`src/rtl/add_accumulator.sv`:
```
// Stream accumulator: sums COUNT operands with a WIDTH-bit wrap-around adder and
// presents the sum plus a sticky carry through a valid/ready output handshake.
module add_accumulator #(
    parameter int unsigned WIDTH = 4,
    parameter int unsigned COUNT = 4
) (
    input  logic             c,
    input  logic             rst_n,
    input  logic             clr,
    input  logic             in_valid,
    output logic             in_ready,
    input  logic [WIDTH-1:0] in_data,
    output logic             out_valid,
    input  logic             out_ready,
    output logic [WIDTH-1:0] out_sum,
    output logic             out_carry,
    output logic             busy
);

    localparam int unsigned CntW = (COUNT < 1) ? 1 : $clog2(COUNT + 1);
    localparam logic [CntW-1:0] LastCnt = CntW'(COUNT - 1);

    typedef enum logic [1:0] {
        StIdle  = 2'd0,
        StAccum = 2'd1,
        StDone  = 2'd2
    } state_e;

    state_e            state_q, state_d;
    logic [WIDTH-1:0]  acc_q, acc_d;
    logic              carry_q, carry_d;
    logic [CntW-1:0]   cnt_q, cnt_d;

    logic [WIDTH:0]    sum_full;
    logic              in_xfer;
    logic              out_xfer;
    logic              last_beat;

    assign in_ready  = rst_n && (state_q != StDone);
    assign out_valid = (state_q == StDone);
    assign out_sum   = acc_q;
    assign out_carry = carry_q;
    assign busy      = (state_q == StAccum) || (state_q == StDone);

    assign in_xfer   = in_valid && in_ready;
    assign out_xfer  = out_valid && out_ready;
    assign sum_full  = {1'b0, acc_q} + {1'b0, in_data};
    // In IDLE cnt_q is zero, so COUNT==1 completes on the very first beat.
    assign last_beat = (cnt_q == LastCnt);

    always_comb begin
        state_d = state_q;
        acc_d   = acc_q;
        carry_d = carry_q;
        cnt_d   = cnt_q;

        if (clr) begin
            state_d = StIdle;
            acc_d   = '0;
            carry_d = 1'b0;
            cnt_d   = '0;
        end else begin
            unique case (state_q)
                StIdle, StAccum: begin
                    if (in_xfer) begin
                        acc_d   = sum_full[WIDTH-1:0];
                        carry_d = carry_q | sum_full[WIDTH];
                        cnt_d   = cnt_q + 1'b1;
                        state_d = last_beat ? StDone : StAccum;
                    end
                end
                StDone: begin
                    if (out_xfer) begin
                        state_d = StIdle;
                        acc_d   = '0;
                        carry_d = 1'b0;
                        cnt_d   = '0;
                    end
                end
                default: begin
                    state_d = StIdle;
                    acc_d   = '0;
                    carry_d = 1'b0;
                    cnt_d   = '0;
                end
            endcase
        end
    end

    always_ff @(posedge c or negedge rst_n) begin
        if (!rst_n) begin
            state_q <= StIdle;
            acc_q   <= '0;
            carry_q <= 1'b0;
            cnt_q   <= '0;
        end else begin
            state_q <= state_d;
            acc_q   <= acc_d;
            carry_q <= carry_d;
            cnt_q   <= cnt_d;
        end
    end

endmodule

```
`config.mk`:
```
export PLATFORM = sky130hd
export DESIGN_NAME = add_accumulator
export DESIGN_NICKNAME = d
export VERILOG_FILES = /design/src/rtl/add_accumulator.sv
export SDC_FILE = /design/constraint.sdc
export NUM_CORES = 1
export LEC_CHECK = 0
export CAP_MARGIN = 20
export CORE_ASPECT_RATIO = 1.25
export CORE_UTILIZATION = 36
export DETAILED_ROUTE_END_ITERATION = 8
export MAX_ROUTING_LAYER = met4
export PLACE_DENSITY_LB_ADDON = 0.08
export SLEW_MARGIN = 20
export SYNTH_ARGS = -nofsm -noshare
export SYNTH_HDL_FRONTEND = slang
export SYNTH_SLANG_ARGS = --single-unit
```
`constraint.sdc`:
```
create_clock -name c -period 1.7 [get_ports c]
set_input_delay 0.255 -clock c [delete_from_list [all_inputs] [get_ports c]]
set_output_delay 0.255 -clock c [all_outputs]
set_load 0.1 [all_outputs]
```
==> results.ini <==
[critical_path]
cp.required_ns = 1.85
critical_path.max_fanout = 3
worst_setup_path_start_kind = flip-flop
worstSetupPathType = flip-flop to flip-flop
cp-startpoint = out_sum[0]
crit_buf_inv = 1
crit_path_end_kind = flip-flop
arrival_ns = 1.77
cp_top_family = compound AO/OA/AOI/OAI gates
crit_path_max_incr_delay_ns = 0.50
cp_cell_sequence = ha_1, buf_4, a211o_1, a21o_1, a32o_1
crit_slowest_cell = dfrtp_4
r2r_start = out_sum[0]

[sta]
worstMarginPinSlew_ns = 0.485
setup_viol = 0
min_period_over_period_pct = 94.9
clock.fmax_mhz = 620
rsz0062_at_grt = false
skew_ns = 0.00896
maxSlewHeadroom_pct = 67.5
drv_slew = 0
hold_viol_final = 0
fin_crit_ns = 1.61

[synthesis]
ys_warn_count = 0
syn_inst = 53
synth_fp_nets = 72
avgSynthCellArea_um2 = 12.2
yosysSeqAreaShare_pct = 38.7
yosys_register_bits = 10
ys_types = 24
synth_area_um2 = 647

[final_layout]
final_nets = 99
instances_no_fill = 97
final_cell_mix = 8 x ha_1, 8 x clkdlybuf4s50_1, 8 x buf_12
final_core_util_pct = 61.9
layout-drive-gt1-share_pct = 36.7
fill_cells = 133
synthToLayoutAreaGrowth_pct = 55.1
antenna_cells = 0

[floorplan]
initial_core_util_pct = 39.9
core.rowCount = 16
die_height_um = 49.4
die-area_mm2 = 0.00197
core_area_mm2 = 0.00162
die_w_um = 39.9
io_pins = 17

[detailed_routing]
viasPerCell = 5.29
ant_nets = 0
avgRoutedWirePerCell_um = 13.5
drt-total-wl_um = 1310
post-route-drc-count = 0
initialDrtViolationCount = 3
first_pass_iters = 3
via_count = 513

[pwr]
ir_worst_vdd_v = 0.000533
p_per_area_mw_per_mm2 = 656
leakagePower_nw = 0.455

[clock_tree]
ctsHoldBuffers = 0
ctsResizeCount = 0
clkSinkCount = 10
cts_tree = done
clock_latency_ns = 0.26
root_buffer = clkbuf_4
cts_setup_buffers = 0
cts_max_level = 1
clock_path_buffers = 2
clkTransAtPathRegs_ns = 0.07
cts_buffers = 3

[placement]
port_buffers = 16
dp_cells = 93
gp_congestion = 0.749
dpl.hpwl_um = 1020

[global_route]
grt_pass1_wl_um = 2250
antenna_found_initial = 0
grt_pass1_vias = 541
grt-ovfl-total = 0
grtUsageTotal_pct = 16.9
grt_max_degree = 11

[run]
drv_cap = 0

[status]
outcome = finished clean

[worst_hold_path]
min_path_type = input pin to asynchronous set/reset pin

worst register-to-register path, stage by stage, from the launching register on:
cell	delay, ns
dfrtp_4	0.50
ha_1	0.21
buf_4	0.13
a211o_1	0.26
a21o_1	0.16
a32o_1	0.24
layout make-up:
type                       count  area, µm²  area share (%)
multi-input combinational     36        387            38.5
clock buffer                   4       26.3            2.62
inverter                       7       26.3            2.62
sequential                    10        256            25.6
timing repair buffer          22        285            28.4
tap                           18       22.5            2.24
registers in the layout, summed over array words and instances (netlist names):
signal	cells
cnt_q	3
out_carry	1
out_sum	4
state_q	2
per-layer routing:
metal / up-vias / track usage, % / share of wire, %
met1: 256 / 20.0 / 44
met4: 0 / 5.17 / 0
met5: - / - / 0
met2: 12 / 28.0 / 52
li1: 245 / - / -
met3: 0 / 2.74 / 4.0
metrics by stage:
step / hold slack (ns) / TNS [ns] / setup WS, ns / total power, W / area, µm²
after global routing: 0.447 / 0 / 0.0383 / 0.000695 / 1000
final: 0.428 / 0 / 0.0860 / 0.000658 / 1000
after detailed placement: 0.485 / -0.296 / -0.115 / 0.000493 / 977
after CTS: 0.420 / 0 / 0.0815 / 0.000672 / 1000
after global placement: 0.476 / -0.206 / -0.0850 / 0.000490 / 977
after floorplan: -0.0406 / -1.03 / -0.179 / 0.000394 / 669
where the power goes:
part	switching (W)	total [W]	leakage, nW	internal [W]
sequential	0.0000127	0.000262	0.132	0.000249
clock	0.0000805	0.000171	0.0150	0.0000905
combinational	0.000125	0.000225	0.308	0.0000998
total	0.000219	0.000658	0.455	0.000440
final timing paths:
path                         endpoint  slack, ns  cells past startpoint
setup reg to reg           out_sum[3]       0.09                      5
hold reg to reg              cnt_q[2]       0.49                      1
min in group c               cnt_q[2]       0.49                      1
setup / recovery           out_sum[3]       0.09                      5
max in group asynchronous  out_sum[0]       1.11                      3
hold / removal             out_sum[0]       0.43                      3
synth_stat cells:
master,count,share of area (%)
xnor2_1,1,1.4
mux2_1,1,1.7
a21oi_1,1,0.77
a22o_1,4,5.4
a211o_1,1,1.4
or3_1,1,0.97
inv_1,7,4.1
nor3_2,1,1.5
nand3b_4,1,3.1
nand2b_2,1,1.4
a21o_1,1,1.2
a221o_1,1,1.5
nor2b_4,1,2.1
ha_1,9,17
dfrtp_1,10,39
nor2_1,2,1.2
o21ai_0,1,0.77
nand3_1,1,0.77
or2_2,1,0.97
fa_1,1,3.1
nor2b_1,1,0.97
a32o_1,1,1.5
o2bb2ai_1,3,4.1
a221oi_4,1,4.1
kinds of logic (layout without fill, tap and decap cells):
group | after synthesis | after routing | share of synthesized area [%]
mux | 1 | 1 | 1.74
xor+xnor | 1 | 1 | 1.35
simple gates | 10 | 10 | 13.0
fa+ha+maj | 10 | 10 | 20.5
buf+inv | 7 | 33 | 4.06
compound gates | 14 | 14 | 20.7
flops | 10 | 10 | 38.7
No activity file was read; power rests on OpenSTA's default activity.
